$ cat src/rtl/calc_pkg.sv
// Shared definitions for the BCD calculator engine: op codes, FSM states and
// width helpers for decimal ranges.
package calc_pkg;

    localparam logic [2:0] OP_ADD = 3'd0;
    localparam logic [2:0] OP_SUB = 3'd1;
    localparam logic [2:0] OP_MUL = 3'd2;
    localparam logic [2:0] OP_DIV = 3'd3;
    localparam logic [2:0] OP_MOD = 3'd4;

    typedef enum logic [2:0] {
        StIdle,
        StLoad,
        StExec,
        StConv,
        StDone
    } calc_state_e;

    function automatic longint unsigned pow10(input int unsigned n);
        longint unsigned p;
        p = 1;
        for (int unsigned i = 0; i < n; i++) begin
            p = p * 10;
        end
        return p;
    endfunction

    // Bits needed to hold any value in [0, 10^n - 1], i.e. clog2(10^n).
    function automatic int unsigned pow10_width(input int unsigned n);
        longint unsigned p;
        longint unsigned one;
        int unsigned     w;
        p   = pow10(n);
        one = 1;
        w   = 0;
        for (int unsigned i = 0; i < 64; i++) begin
            if ((one << i) < p) begin
                w = i + 1;
            end
        end
        return w;
    endfunction

endpackage

$ cat src/rtl/bin2bcd_serial.sv
// Serial binary-to-BCD converter (double-dabble). The load cycle consumes the
// first bit, so a conversion spans RW cycles including the load.
module bin2bcd_serial #(
    parameter int unsigned RW         = 14,
    parameter int unsigned RES_DIGITS = 4
) (
    input  logic                      clk_i,
    input  logic                      rst_i,
    input  logic                      load_i,
    input  logic [RW-1:0]             bin_i,
    output logic                      busy_o,
    output logic                      done_o,
    output logic [4*RES_DIGITS-1:0]   bcd_o
);

    localparam int unsigned BW = 4 * RES_DIGITS;
    localparam int unsigned CW = $clog2(RW);

    logic [RW-1:0] sr_q;
    logic [BW-1:0] bcd_q;
    logic [CW-1:0] cnt_q;
    logic          busy_q;
    logic          done_q;

    function automatic logic [BW-1:0] dabble(input logic [BW-1:0] v, input logic bit_in);
        logic [BW-1:0] t;
        t = v;
        for (int i = 0; i < RES_DIGITS; i++) begin
            if (t[4*i +: 4] > 4'd4) begin
                t[4*i +: 4] = t[4*i +: 4] + 4'd3;
            end
        end
        return {t[BW-2:0], bit_in};
    endfunction

    always_ff @(posedge clk_i) begin
        if (rst_i) begin
            sr_q   <= '0;
            bcd_q  <= '0;
            cnt_q  <= '0;
            busy_q <= 1'b0;
            done_q <= 1'b0;
        end else begin
            done_q <= 1'b0;
            if (load_i) begin
                sr_q   <= {bin_i[RW-2:0], 1'b0};
                bcd_q  <= BW'(bin_i[RW-1]);
                cnt_q  <= CW'(RW - 1);
                busy_q <= 1'b1;
            end else if (busy_q) begin
                bcd_q <= dabble(bcd_q, sr_q[RW-1]);
                sr_q  <= {sr_q[RW-2:0], 1'b0};
                cnt_q <= cnt_q - CW'(1);
                if (cnt_q == CW'(1)) begin
                    busy_q <= 1'b0;
                    done_q <= 1'b1;
                end
            end
        end
    end

    assign busy_o = busy_q;
    assign done_o = done_q;
    assign bcd_o  = bcd_q;

endmodule

$ cat src/rtl/bcd_calc_engine.sv
// Multi-cycle BCD arithmetic engine: serial BCD-to-binary load, shift-add
// multiply, restoring divide, then serial conversion back to BCD.
module bcd_calc_engine
    import calc_pkg::*;
#(
    parameter int unsigned DIGITS = 2,
    parameter int unsigned FRAC   = 1
) (
    input  logic                    clk_i,
    input  logic                    rst_i,
    input  logic                    start_i,
    input  logic [2:0]              op_i,
    input  logic [4*DIGITS-1:0]     a_bcd_i,
    input  logic [4*DIGITS-1:0]     b_bcd_i,
    output logic                    busy_o,
    output logic                    done_o,
    output logic [8*DIGITS-1:0]     result_bcd_o,
    output logic                    negative_o,
    output logic [2:0]              dot_pos_o,
    output logic                    error_o
);

    localparam int unsigned OPW        = pow10_width(DIGITS);
    localparam int unsigned RW         = pow10_width(2 * DIGITS);
    localparam int unsigned RES_DIGITS = 2 * DIGITS;
    localparam int unsigned BW         = 4 * RES_DIGITS;
    localparam int unsigned CW         = $clog2(RW);

    localparam logic [OPW-1:0] TEN        = OPW'(10);
    localparam logic [RW-1:0]  FRAC_SCALE = RW'(pow10(FRAC));
    localparam logic [2:0]     DOT_DIV    = 3'(FRAC);

    calc_state_e           state_q;
    logic [2:0]            op_q;
    logic [4*DIGITS-1:0]   a_bcd_q;
    logic [4*DIGITS-1:0]   b_bcd_q;
    logic [OPW-1:0]        a_q;
    logic [OPW-1:0]        b_q;
    logic [OPW-1:0]        mplier_q;
    logic [RW-1:0]         acc_q;
    logic [RW-1:0]         rem_q;
    logic [RW-1:0]         mcand_q;
    logic [CW-1:0]         cnt_q;
    logic                  neg_pend_q;
    logic                  busy_q;
    logic                  done_q;
    logic                  error_q;
    logic                  neg_q;
    logic [BW-1:0]         result_q;
    logic [2:0]            dot_q;

    logic [3:0]            a_dig;
    logic [3:0]            b_dig;
    logic                  dig_bad;
    logic [OPW-1:0]        a_nxt;
    logic [OPW-1:0]        b_nxt;
    logic                  op_rsvd;
    logic                  div_zero;
    logic [RW-1:0]         prod_nxt;
    logic [RW:0]           rem_sh;
    logic                  rem_ge;
    logic [RW-1:0]         rem_nxt;
    logic [RW-1:0]         quo_nxt;
    logic [RW-1:0]         exec_res;
    logic                  exec_last;
    logic                  conv_load;
    logic                  conv_busy;
    logic                  conv_done;
    logic [BW-1:0]         conv_bcd;

    always_comb begin
        a_dig = '0;
        b_dig = '0;
        for (int i = 0; i < DIGITS; i++) begin
            if (cnt_q == CW'(i)) begin
                a_dig = a_bcd_q[4*i +: 4];
                b_dig = b_bcd_q[4*i +: 4];
            end
        end
        dig_bad  = (a_dig > 4'd9) || (b_dig > 4'd9);
        a_nxt    = a_q * TEN + OPW'(a_dig);
        b_nxt    = b_q * TEN + OPW'(b_dig);
        op_rsvd  = op_q > OP_MOD;
        div_zero = ((op_q == OP_DIV) || (op_q == OP_MOD)) && (b_nxt == '0);

        prod_nxt = acc_q + (mplier_q[0] ? mcand_q : '0);
        // Dividend bits stream out of acc_q MSB first; quotient bits fill its LSBs.
        rem_sh   = {rem_q, acc_q[RW-1]};
        rem_ge   = rem_sh >= (RW+1)'(b_q);
        rem_nxt  = rem_ge ? (rem_sh[RW-1:0] - RW'(b_q)) : rem_sh[RW-1:0];
        quo_nxt  = {acc_q[RW-2:0], rem_ge};

        case (op_q)
            OP_ADD:  exec_res = RW'(a_q) + RW'(b_q);
            OP_SUB:  exec_res = (a_q < b_q) ? RW'(b_q - a_q) : RW'(a_q - b_q);
            OP_MUL:  exec_res = prod_nxt;
            OP_DIV:  exec_res = quo_nxt;
            OP_MOD:  exec_res = rem_nxt;
            default: exec_res = '0;
        endcase

        exec_last = (state_q == StExec) && (cnt_q == '0);
        conv_load = exec_last && !conv_busy;
    end

    always_ff @(posedge clk_i) begin
        if (rst_i) begin
            state_q    <= StIdle;
            op_q       <= '0;
            a_bcd_q    <= '0;
            b_bcd_q    <= '0;
            a_q        <= '0;
            b_q        <= '0;
            mplier_q   <= '0;
            acc_q      <= '0;
            rem_q      <= '0;
            mcand_q    <= '0;
            cnt_q      <= '0;
            neg_pend_q <= 1'b0;
            busy_q     <= 1'b0;
            done_q     <= 1'b0;
            error_q    <= 1'b0;
            neg_q      <= 1'b0;
            result_q   <= '0;
            dot_q      <= '0;
        end else begin
            done_q <= 1'b0;
            case (state_q)
                StIdle: begin
                    if (start_i) begin
                        op_q    <= op_i;
                        a_bcd_q <= a_bcd_i;
                        b_bcd_q <= b_bcd_i;
                        a_q     <= '0;
                        b_q     <= '0;
                        cnt_q   <= CW'(DIGITS - 1);
                        error_q <= 1'b0;
                        busy_q  <= 1'b1;
                        state_q <= StLoad;
                    end
                end
                StLoad: begin
                    a_q   <= a_nxt;
                    b_q   <= b_nxt;
                    cnt_q <= cnt_q - CW'(1);
                    if (dig_bad || ((cnt_q == '0) && (op_rsvd || div_zero))) begin
                        state_q  <= StDone;
                        done_q   <= 1'b1;
                        error_q  <= 1'b1;
                        result_q <= '0;
                        neg_q    <= 1'b0;
                        dot_q    <= '0;
                    end else if (cnt_q == '0) begin
                        state_q    <= StExec;
                        neg_pend_q <= (op_q == OP_SUB) && (a_nxt < b_nxt);
                        mcand_q    <= RW'(a_nxt);
                        mplier_q   <= b_nxt;
                        rem_q      <= '0;
                        if (op_q == OP_DIV) begin
                            acc_q <= RW'(a_nxt) * FRAC_SCALE;
                        end else if (op_q == OP_MOD) begin
                            acc_q <= RW'(a_nxt);
                        end else begin
                            acc_q <= '0;
                        end
                        case (op_q)
                            OP_MUL:         cnt_q <= CW'(OPW - 1);
                            OP_DIV, OP_MOD: cnt_q <= CW'(RW - 1);
                            default:        cnt_q <= '0;
                        endcase
                    end
                end
                StExec: begin
                    cnt_q    <= cnt_q - CW'(1);
                    acc_q    <= (op_q == OP_MUL) ? prod_nxt : quo_nxt;
                    rem_q    <= rem_nxt;
                    mcand_q  <= mcand_q << 1;
                    mplier_q <= mplier_q >> 1;
                    if (exec_last) begin
                        state_q <= StConv;
                    end
                end
                StConv: begin
                    if (conv_done) begin
                        result_q <= conv_bcd;
                        neg_q    <= neg_pend_q;
                        dot_q    <= (op_q == OP_DIV) ? DOT_DIV : 3'd0;
                        done_q   <= 1'b1;
                        state_q  <= StDone;
                    end
                end
                StDone: begin
                    busy_q  <= 1'b0;
                    state_q <= StIdle;
                end
                default: state_q <= StIdle;
            endcase
        end
    end

    bin2bcd_serial #(
        .RW         (RW),
        .RES_DIGITS (RES_DIGITS)
    ) u_bin2bcd (
        .clk_i  (clk_i),
        .rst_i  (rst_i),
        .load_i (conv_load),
        .bin_i  (exec_res),
        .busy_o (conv_busy),
        .done_o (conv_done),
        .bcd_o  (conv_bcd)
    );

    assign busy_o       = busy_q;
    assign done_o       = done_q;
    assign result_bcd_o = result_q;
    assign negative_o   = neg_q;
    assign dot_pos_o    = dot_q;
    assign error_o      = error_q;

endmodule
$ cat config.mk
export PLATFORM = sky130hd
export DESIGN_NAME = bcd_calc_engine
export DESIGN_NICKNAME = d
export VERILOG_FILES = /design/src/rtl/calc_pkg.sv /design/src/rtl/bin2bcd_serial.sv /design/src/rtl/bcd_calc_engine.sv
export SDC_FILE = /design/constraint.sdc
export NUM_CORES = 1
export LEC_CHECK = 0
export ABC_CLOCK_PERIOD_IN_PS = 5000
export CAP_MARGIN = 20
export CORE_ASPECT_RATIO = 0.6
export CORE_MARGIN = 2
export CORE_UTILIZATION = 65
export CTS_CLUSTER_DIAMETER = 150
export DETAILED_ROUTE_END_ITERATION = 7
export DONT_BUFFER_PORTS = 1
export PLACE_DENSITY = 0.83
export SLEW_MARGIN = 20
export SYNTH_ARGS = -nofsm -noshare
export SYNTH_HDL_FRONTEND = slang
export SYNTH_SLANG_ARGS = --single-unit
$ cat constraint.sdc
create_clock -name clk_i -period 5 [get_ports clk_i]
set_input_delay 0.5 -clock clk_i [delete_from_list [all_inputs] [get_ports clk_i]]
set_output_delay 0.5 -clock clk_i [all_outputs]
set_load 0.01 [all_outputs]
# ---- After elaboration in Yosys (flattened, before gate mapping)
# Index checks and enable logic that the tools add are counted.
dict set report word_totals {
  reg_bits 148
  latch_bits 0
  ram_bits 0
  mem_bits_ro 0
  out_inout_bits 23
  wordCells 171
  memories 0
}
dict set report classes {
  addsub 13
  multipliers 3
  div_mod_pow 0
  order_cmp 10
  n_eq_ne 17
  shift 0
  mux 69
  n_bitwise 2
  n_reduce_logical 32
}
# operator count
set op_table {}
lappend op_table {{two-way mux 14 bit} 12}
lappend op_table {{one-hot mux 14 bit (2 select lines)} 3}
lappend op_table {{one-hot mux 14 bit (5 select lines)} 1}
lappend op_table {{two-way mux 4 bit} 12}
lappend op_table {{one-hot mux 7 bit (2 select lines)} 3}
lappend op_table {{two-way mux 16 bit} 2}
lappend op_table {{one-hot mux 16 bit (2 select lines)} 1}
lappend op_table {{two-way mux 7 bit} 4}
lappend op_table {{two-way mux 3 bit} 8}
lappend op_table {{> comparator 4 x 3 -> 1 bit (second input constant)} 4}
lappend op_table {{subtractor 7 x 7 -> 8 bit} 2}
lappend op_table {{>= comparator 15 x 7 -> 1 bit} 1}
lappend op_table {{adder 14 bit} 1}
lappend op_table {{adder 7 x 4 -> 7 bit} 2}
lappend op_table {{less-than comparator 7 bit} 2}
lappend op_table {{multiplier 7 x 3 -> 6 bit (second input constant)} 2}
lappend op_table {{two-way mux 1 bit} 14}
lappend op_table {{subtractor 14 x 7 -> 14 bit} 1}
lappend op_table {{adder 4 x 2 -> 4 bit (second input constant)} 3}
lappend op_table {{equality test 3 x 2 -> 1 bit (second input constant)} 4}
lappend op_table {{one-hot mux 3 bit (4 select lines)} 1}
lappend op_table {{one-hot mux 4 bit (3 select lines)} 1}
lappend op_table {{AND reduction 3 bit} 4}
lappend op_table {{two-way mux 11 bit} 1}
lappend op_table {{other kinds (28)} 57}

# ---- Logic depth before layout (Yosys ltp)
dict set report depth {
  depth_word 11
  ltp_mapped 21
  depth_no_buf 19
}

# ---- Modules after synthesis
# Synthesis repeated with hierarchy kept, for this count alone.
dict set report hier_totals {
  cells_unflattened 1269
  area_unflattened_um2 10045.9
}
# module instances cells_per_inst area_per_inst_um2 seq_area_each_um2
set by_module_without_submodules {}
lappend by_module_without_submodules {bcd_calc_engine 1 1048 8202.9 2222.1}
lappend by_module_without_submodules {bin2bcd_serial 1 221 1843.0 700.7}

# ---- Worst setup path after synthesis
# No wires, ideal clock.
dict set report synth_path {
  kind {register to register}
  startpoint {register cnt_q[1]}
  endpoint {register acc_q[10]}
  setup_time_ns 0.143
  arrival_time_ns 3.801
  t_required_ns 4.857
  setup_slack_ns 1.057
  stages_incl_launch_ff 21
  path_buffers 2
  period_less_slack_ns 3.943
  path_cell_list {dfxtp_1 -> inv_1 -> ha_1 -> clkbuf_1 -> clkbuf_1 -> nand3b_1 -> a21oi_1 -> ha_1 -> inv_1 -> fa_1 -> xnor2_1 -> ha_1 -> ha_1 -> fa_1 -> a21oi_1 -> nor2_1 -> nor2_1 -> nor2b_1 -> o211a_1 -> mux2i_1 -> a221oi_1}
}
dict set report synth_between {
  elab_chain_cells 11
}
# item line_no
set synth_lines {}
lappend synth_lines {{from (decl)} bcd_calc_engine.sv:43} ;# logic [CW-1:0] cnt_q;
lappend synth_lines {{from (signal assigned)} bcd_calc_engine.sv:136} ;# cnt_q <= CW'(DIGITS - 1);
lappend synth_lines {{from (signal assigned)} bcd_calc_engine.sv:145} ;# cnt_q <= cnt_q - CW'(1);
lappend synth_lines {{from (signal assigned)} bcd_calc_engine.sv:167} ;# OP_MUL: cnt_q <= CW'(OPW - 1);
lappend synth_lines {{parallel branches: the longest is 11 deep, another holds multiplier 7 x 3 -> 10 bit} --}
lappend synth_lines {{to (signal assigned)} bcd_calc_engine.sv:160} ;# acc_q <= RW'(a_nxt) * FRAC_SCALE;
lappend synth_lines {{to (signal assigned)} bcd_calc_engine.sv:162} ;# acc_q <= RW'(a_nxt);
lappend synth_lines {{to (signal assigned)} bcd_calc_engine.sv:175} ;# acc_q <= (op_q == OP_MUL) ? prod_nxt : quo_nxt;
lappend synth_lines {{to (decl)} bcd_calc_engine.sv:40} ;# logic [RW-1:0] acc_q;
# Several ways; the timed one is not identified. The select of a mux whose other input is x is not followed.
# A chain may end at the register's enable or synchronous reset.

# ---- Worst setup path after layout
# Ends and elaborated chain as after synthesis.

==> results.md <==
Finish:
- The net count of the finished layout is around 1300.
- The share of the core filled with cells is 0.718.
- The number of antenna cells inserted is 0.
- The layout-stage area growth over the synthesis result is 6.38%.
- In the final layout, the share of cells above drive strength 1 is 0.0596.

Synthesis:
- The adder-cell share of the synthesized area is 0.125.
- The share of the Yosys chip area taken by registers is 0.295.
- Yosys mapped a number of flops with a built-in enable equal to 0.
- Of the total synthesized cell area, the portion taken by AND, OR, NAND and NOR gates is 0.193.
- The multiplexer area fraction after synthesis is 0.0193.
- In the synthesized netlist the async set-or-reset flop fraction comes to 0.
- The post-synthesis sequential element count is approximately 150.
- After technology mapping, the gate count stands at approximately 1200.
- The average footprint of a synthesized cell is 8.09 µm².
- In this run the cell area of the synthesized design comes to 0.00991 mm².
- The main combinational cell family by area after synthesis is compound AO/OA/AOI/OAI gates.
- The compound-gate portion of the synthesized area is 0.259.
- The Yosys step of the flow raised 0 warnings.
- Among all flip-flop cells after synthesis, the most frequent one is sky130_fd_sc_hd__dfxtp_1.
- Of the total synthesized cell area, the portion taken by XOR and XNOR cells is 0.0516.
- In this run, distinct cell masters in the synthesized netlist total 87.

Clocking:
- TritonCTS built the clock tree.
- The clock net in this run drives a total of 146 sinks.
- Counting the buffers created by CTS gives 17.
- The post-CTS clock slew at the launch and capture registers of the worst setup and hold paths is roughly 0.070 ns.
- The buffer count from post-CTS setup fixing is 0.
- Clock latency on the worst-skew pair, taken at its later pin, is between 0.4 and 0.5 ns.
- The depth of the CTS H-tree is 4.
- No sink is reached through more buffers than the 2 on the longest clock path.
- Clock tree synthesis selected as its root buffer the cell sky130_fd_sc_hd__clkbuf_16.
- Gates resized during post-CTS repair numbered 0.
- The cts-stage hold buffer count is 0.

STA:
- Setup repair after global routing left no endpoint under its margin.
- Subtracting the final worst setup slack from the clock period gives about 4.2 ns.
- The final-report hold violation count was 0.
- The worst hold margin is ~0.15 ns.
- On the final layout, the worst clock skew is ~0.012 ns.
- Measured against its own limit, the worst slew margin works out to 0.359.
- In the final timing run, aggregate negative setup slack is 0 ns.
- The number of max-slew violations in the final report is 0.
- Setup violations remaining at the end of the flow were counted as 0.
- The least setup slack across all paths after layout is 0.779 ns.
- The final cycle utilization of the critical path is 0.844.
- The upper clock frequency limit is 237 MHz.
- At the pin with the least slew margin, the transition time is about 0.96 ns.

Routing:
- The routed layout has 9163 vias.
- For this run, the detailed router's first-pass iteration total came to 8.
- The residual DRC count is 2.
- In the final routed layout, each cell accounts on average for about 20 µm.
- Wires add up to 27100 µm.
- The number of design-rule violations left by the first detailed-router iteration is 931.
- Dividing the detail-routed via count by the number of cells gives approximately 6.6.
- The antenna violation net count after detailed routing is 0.

Outcome:
- The run finished, with violations left.
- The final reports fail on DRC.

Place:
- The wire-length estimate of the detail-placed layout is approximately 19000 µm.
- At the placement stage, the worst setup path has a slack of 0.867 ns.
- The count of input and output buffers is 0.
- The final weighted congestion in routability-driven placement is 0.940.

Floorplanning:
- Row generation in the floorplan step produced 34 rows.
- The number of ports placed on the die boundary is 45.
- The width of the die is about 160 µm.
- Measured along the y axis, the die boundary spans around 100 µm.
- The placeable core region is 0.0147 mm².
- The initial cell density of the core is 0.675.
- The die covers 0.0163 mm².

Power and ir drop:
- The fraction of power consumed by the clock network is 0.237.
- Summed over all nets, the switching power comes to roughly 0.0025 W.
- Power spread over the standard cell area amounts to around 520 mW/mm².
- The internal power is around 0.0030 W.
- The share of power burned in registers is 0.292.
- For this design the static power due to leakage is about 4.0 nW.
- The worst-case IR drop observed on VDD is 0.000427 V.
- Of the total power, the share spent switching nets is 0.462.
- The combinational share of power is 0.470.

Worst setup path:
- STA classifies the critical path startpoint as a flip-flop.
- The worst setup path is of the reg2reg kind.
- In this run the critical register-to-register path is launched from cnt_q[1].
- The kind of end point of the critical path is a flip-flop.
- The worst register-to-register path ends at acc_q[10].
- The arrival time at the worst endpoint is 4.51 ns.
- The worst path required time is between 5 and 6 ns.
- In this run the worst path has a maximum fanout of 20.
- In this run the worst setup path begins at cnt_q[1].
- The number of cells on the worst reg-to-reg path is 19.
- The end of the critical path is acc_q[10].
- The reg2reg setup slack is ~0.78 ns.

Global routing:
- In the global route stage, met1 resource usage came out at 0.505.
- The initial antenna violation count came to 1.
- The number of global-route vias before repair came to roughly 8500.
- In the global route stage, met2 resource usage came out at 0.492.
- The wire length of the first global-routing pass is ~44000 µm.
- Across every metal layer, demand over resource in global routing totals 0.339.
- The met3 demand-to-capacity share in global routing is 0.0755.
- The layer with the highest usage after global routing is met1.
- Entering global routing, the biggest net connects 123 pins.
- After global routing the overflow that remains totals 0.

Flow run:
- Across the run, the number of max-cap violations was 0.

Hold path:
- The min-delay analysis places its worst path in the category in2reg.
-- worst min path at each step --
stage,slack [ns],cells past startpoint,to,start
after global routing,0.13,1,result_bcd_o[6],rst_i
after floorplan,0.43,2,negative_o,neg_pend_q
after detailed placement,0.45,2,b_bcd_q[7],b_bcd_q[7]
final,0.15,1,result_bcd_o[2],rst_i
after global placement,0.44,2,negative_o,neg_pend_q
after CTS,0.13,1,result_bcd_o[11],rst_i
-- worst max-delay path: stages (launching register included) --
cell,delay (ns)
sky130_fd_sc_hd__dfxtp_1,0.36
sky130_fd_sc_hd__inv_1,0.07
sky130_fd_sc_hd__ha_1,0.35
sky130_fd_sc_hd__nand3b_1,0.23
sky130_fd_sc_hd__a21oi_1,0.18
sky130_fd_sc_hd__ha_1,0.18
sky130_fd_sc_hd__inv_1,0.05
sky130_fd_sc_hd__fa_1,0.40
sky130_fd_sc_hd__nor2b_1,0.13
sky130_fd_sc_hd__o21ai_0,0.10
sky130_fd_sc_hd__xor2_1,0.45
sky130_fd_sc_hd__ha_1,0.33
sky130_fd_sc_hd__ha_1,0.34
sky130_fd_sc_hd__a21oi_1,0.16
sky130_fd_sc_hd__nor2_1,0.06
sky130_fd_sc_hd__nor2_1,0.16
sky130_fd_sc_hd__nor2b_1,0.07
sky130_fd_sc_hd__o211a_1,0.20
sky130_fd_sc_hd__mux2i_1,0.12
sky130_fd_sc_hd__a221oi_1,0.10
-- cell type report --
type / count / area [µm²]
multi-input cells: 941 / 6440
fillers: 1170 / 4130
flip-flops and latches: 146 / 2920
clock buffers: 17 / 425
well taps: 198 / 248
inverters: 59 / 221
clock inverters: 15 / 188
repair buffers: 13 / 97.6
-- power by group through the flow --
stage	Combinational, W	Sequential [W]	Clock [W]
floorplan	0.00204	0.00151	0
global placement	0.00244	0.00162	0
detailed placement	0.00250	0.00162	0
CTS	0.00253	0.00160	0.00131
global route	0.00284	0.00164	0.00137
finish	0.00260	0.00161	0.00131
-- sequential cells by signal, indices dropped and copies added, names as in the netlist, 8 cells and up --
register	flops
a_bcd_q	8
acc_q	14
b_bcd_q	8
mcand_q	14
rem_q	14
result_bcd_o	16
u_bin2bcd.bcd_o	16
u_bin2bcd.sr_q	13
-- Yosys cell counts, drive strengths merged, types with 4 or more instances --
library cell / n / area [µm²]
a31oi: 11 / 68.8
a22o: 12 / 105
a22oi: 6 / 45.0
o221a: 5 / 56.3
a2111oi: 7 / 105
xnor2: 40 / 358
o21a: 13 / 97.6
buf: 24 / 134
a311oi: 9 / 78.8
clkbuf: 56 / 210
or2: 5 / 31.3
a21o: 12 / 90.1
nor2: 91 / 349
a222oi: 9 / 90.1
nor3: 17 / 90.1
a221oi: 13 / 114
nand3b: 13 / 97.6
a21oi: 139 / 699
o2bb2ai: 8 / 70.1
o21bai: 6 / 45.0
or4: 4 / 33.8
mux2i: 18 / 180
nand3: 51 / 260
nand4: 4 / 25.0
o31ai: 7 / 52.6
nand2b: 7 / 43.8
xor2: 15 / 131
and2: 20 / 125
or3: 13 / 81.3
a211oi: 25 / 188
o21ai: 40 / 200
o22ai: 9 / 62.6
o211ai: 12 / 90.1
a21boi: 4 / 30.0
o31a: 5 / 43.8
nor3b: 5 / 47.5
nand4b: 5 / 58.8
nand2: 140 / 526
nor2b: 8 / 50.1
fa: 10 / 200
ha: 83 / 1040
inv: 59 / 221
dfxtp: 146 / 2920
-- cells by family after synthesis --
family,Yosys count
other cells,1
simple gates,394
mux,19
fa+ha+maj,93
xor+xnor,56
buf+inv,139
flops,146
compound gates,377
-- stage by stage --
stage	instances	power, W	cell area, µm²
after global routing	1389	0.00585	10500
final	1389	0.00552	10500
after floorplan	1226	0.00355	9920
after global placement	1357	0.00406	9920
after CTS	1389	0.00545	10500
after detailed placement	1357	0.00412	9920
-- placed cells by master (no fill, tap or decap), types with 7 or more instances in the layout --
cell / instances
sky130_fd_sc_hd__o21ai_0: 39
sky130_fd_sc_hd__inv_1: 59
sky130_fd_sc_hd__buf_4: 13
sky130_fd_sc_hd__a311oi_1: 9
sky130_fd_sc_hd__a21o_1: 12
sky130_fd_sc_hd__nor2_1: 90
sky130_fd_sc_hd__o2bb2ai_1: 8
sky130_fd_sc_hd__nor2b_1: 8
sky130_fd_sc_hd__mux2i_1: 18
sky130_fd_sc_hd__nand2_1: 140
sky130_fd_sc_hd__nor3_1: 16
sky130_fd_sc_hd__nand2b_1: 7
sky130_fd_sc_hd__xor2_1: 15
sky130_fd_sc_hd__a21oi_1: 138
sky130_fd_sc_hd__o21a_1: 13
sky130_fd_sc_hd__nand3_1: 50
sky130_fd_sc_hd__a222oi_1: 9
sky130_fd_sc_hd__fa_1: 10
sky130_fd_sc_hd__o22ai_1: 8
sky130_fd_sc_hd__a211oi_1: 25
sky130_fd_sc_hd__nand3b_1: 13
sky130_fd_sc_hd__a221oi_1: 13
sky130_fd_sc_hd__or3_1: 12
sky130_fd_sc_hd__xnor2_1: 39
sky130_fd_sc_hd__dfxtp_1: 145
sky130_fd_sc_hd__and2_1: 20
sky130_fd_sc_hd__ha_1: 83
sky130_fd_sc_hd__o211ai_1: 12
sky130_fd_sc_hd__a22o_1: 12
sky130_fd_sc_hd__clkbuf_16: 17
sky130_fd_sc_hd__a31oi_1: 11
-- layer usage --
metal | wire, µm | vias to the layer above
li1 | - | 4330
met1 | 12500 | 4319
met2 | 11400 | 476
met3 | 2860 | 36
met4 | 368 | 2
met5 | 29 | -
Power figures use the tool's default switching activity.
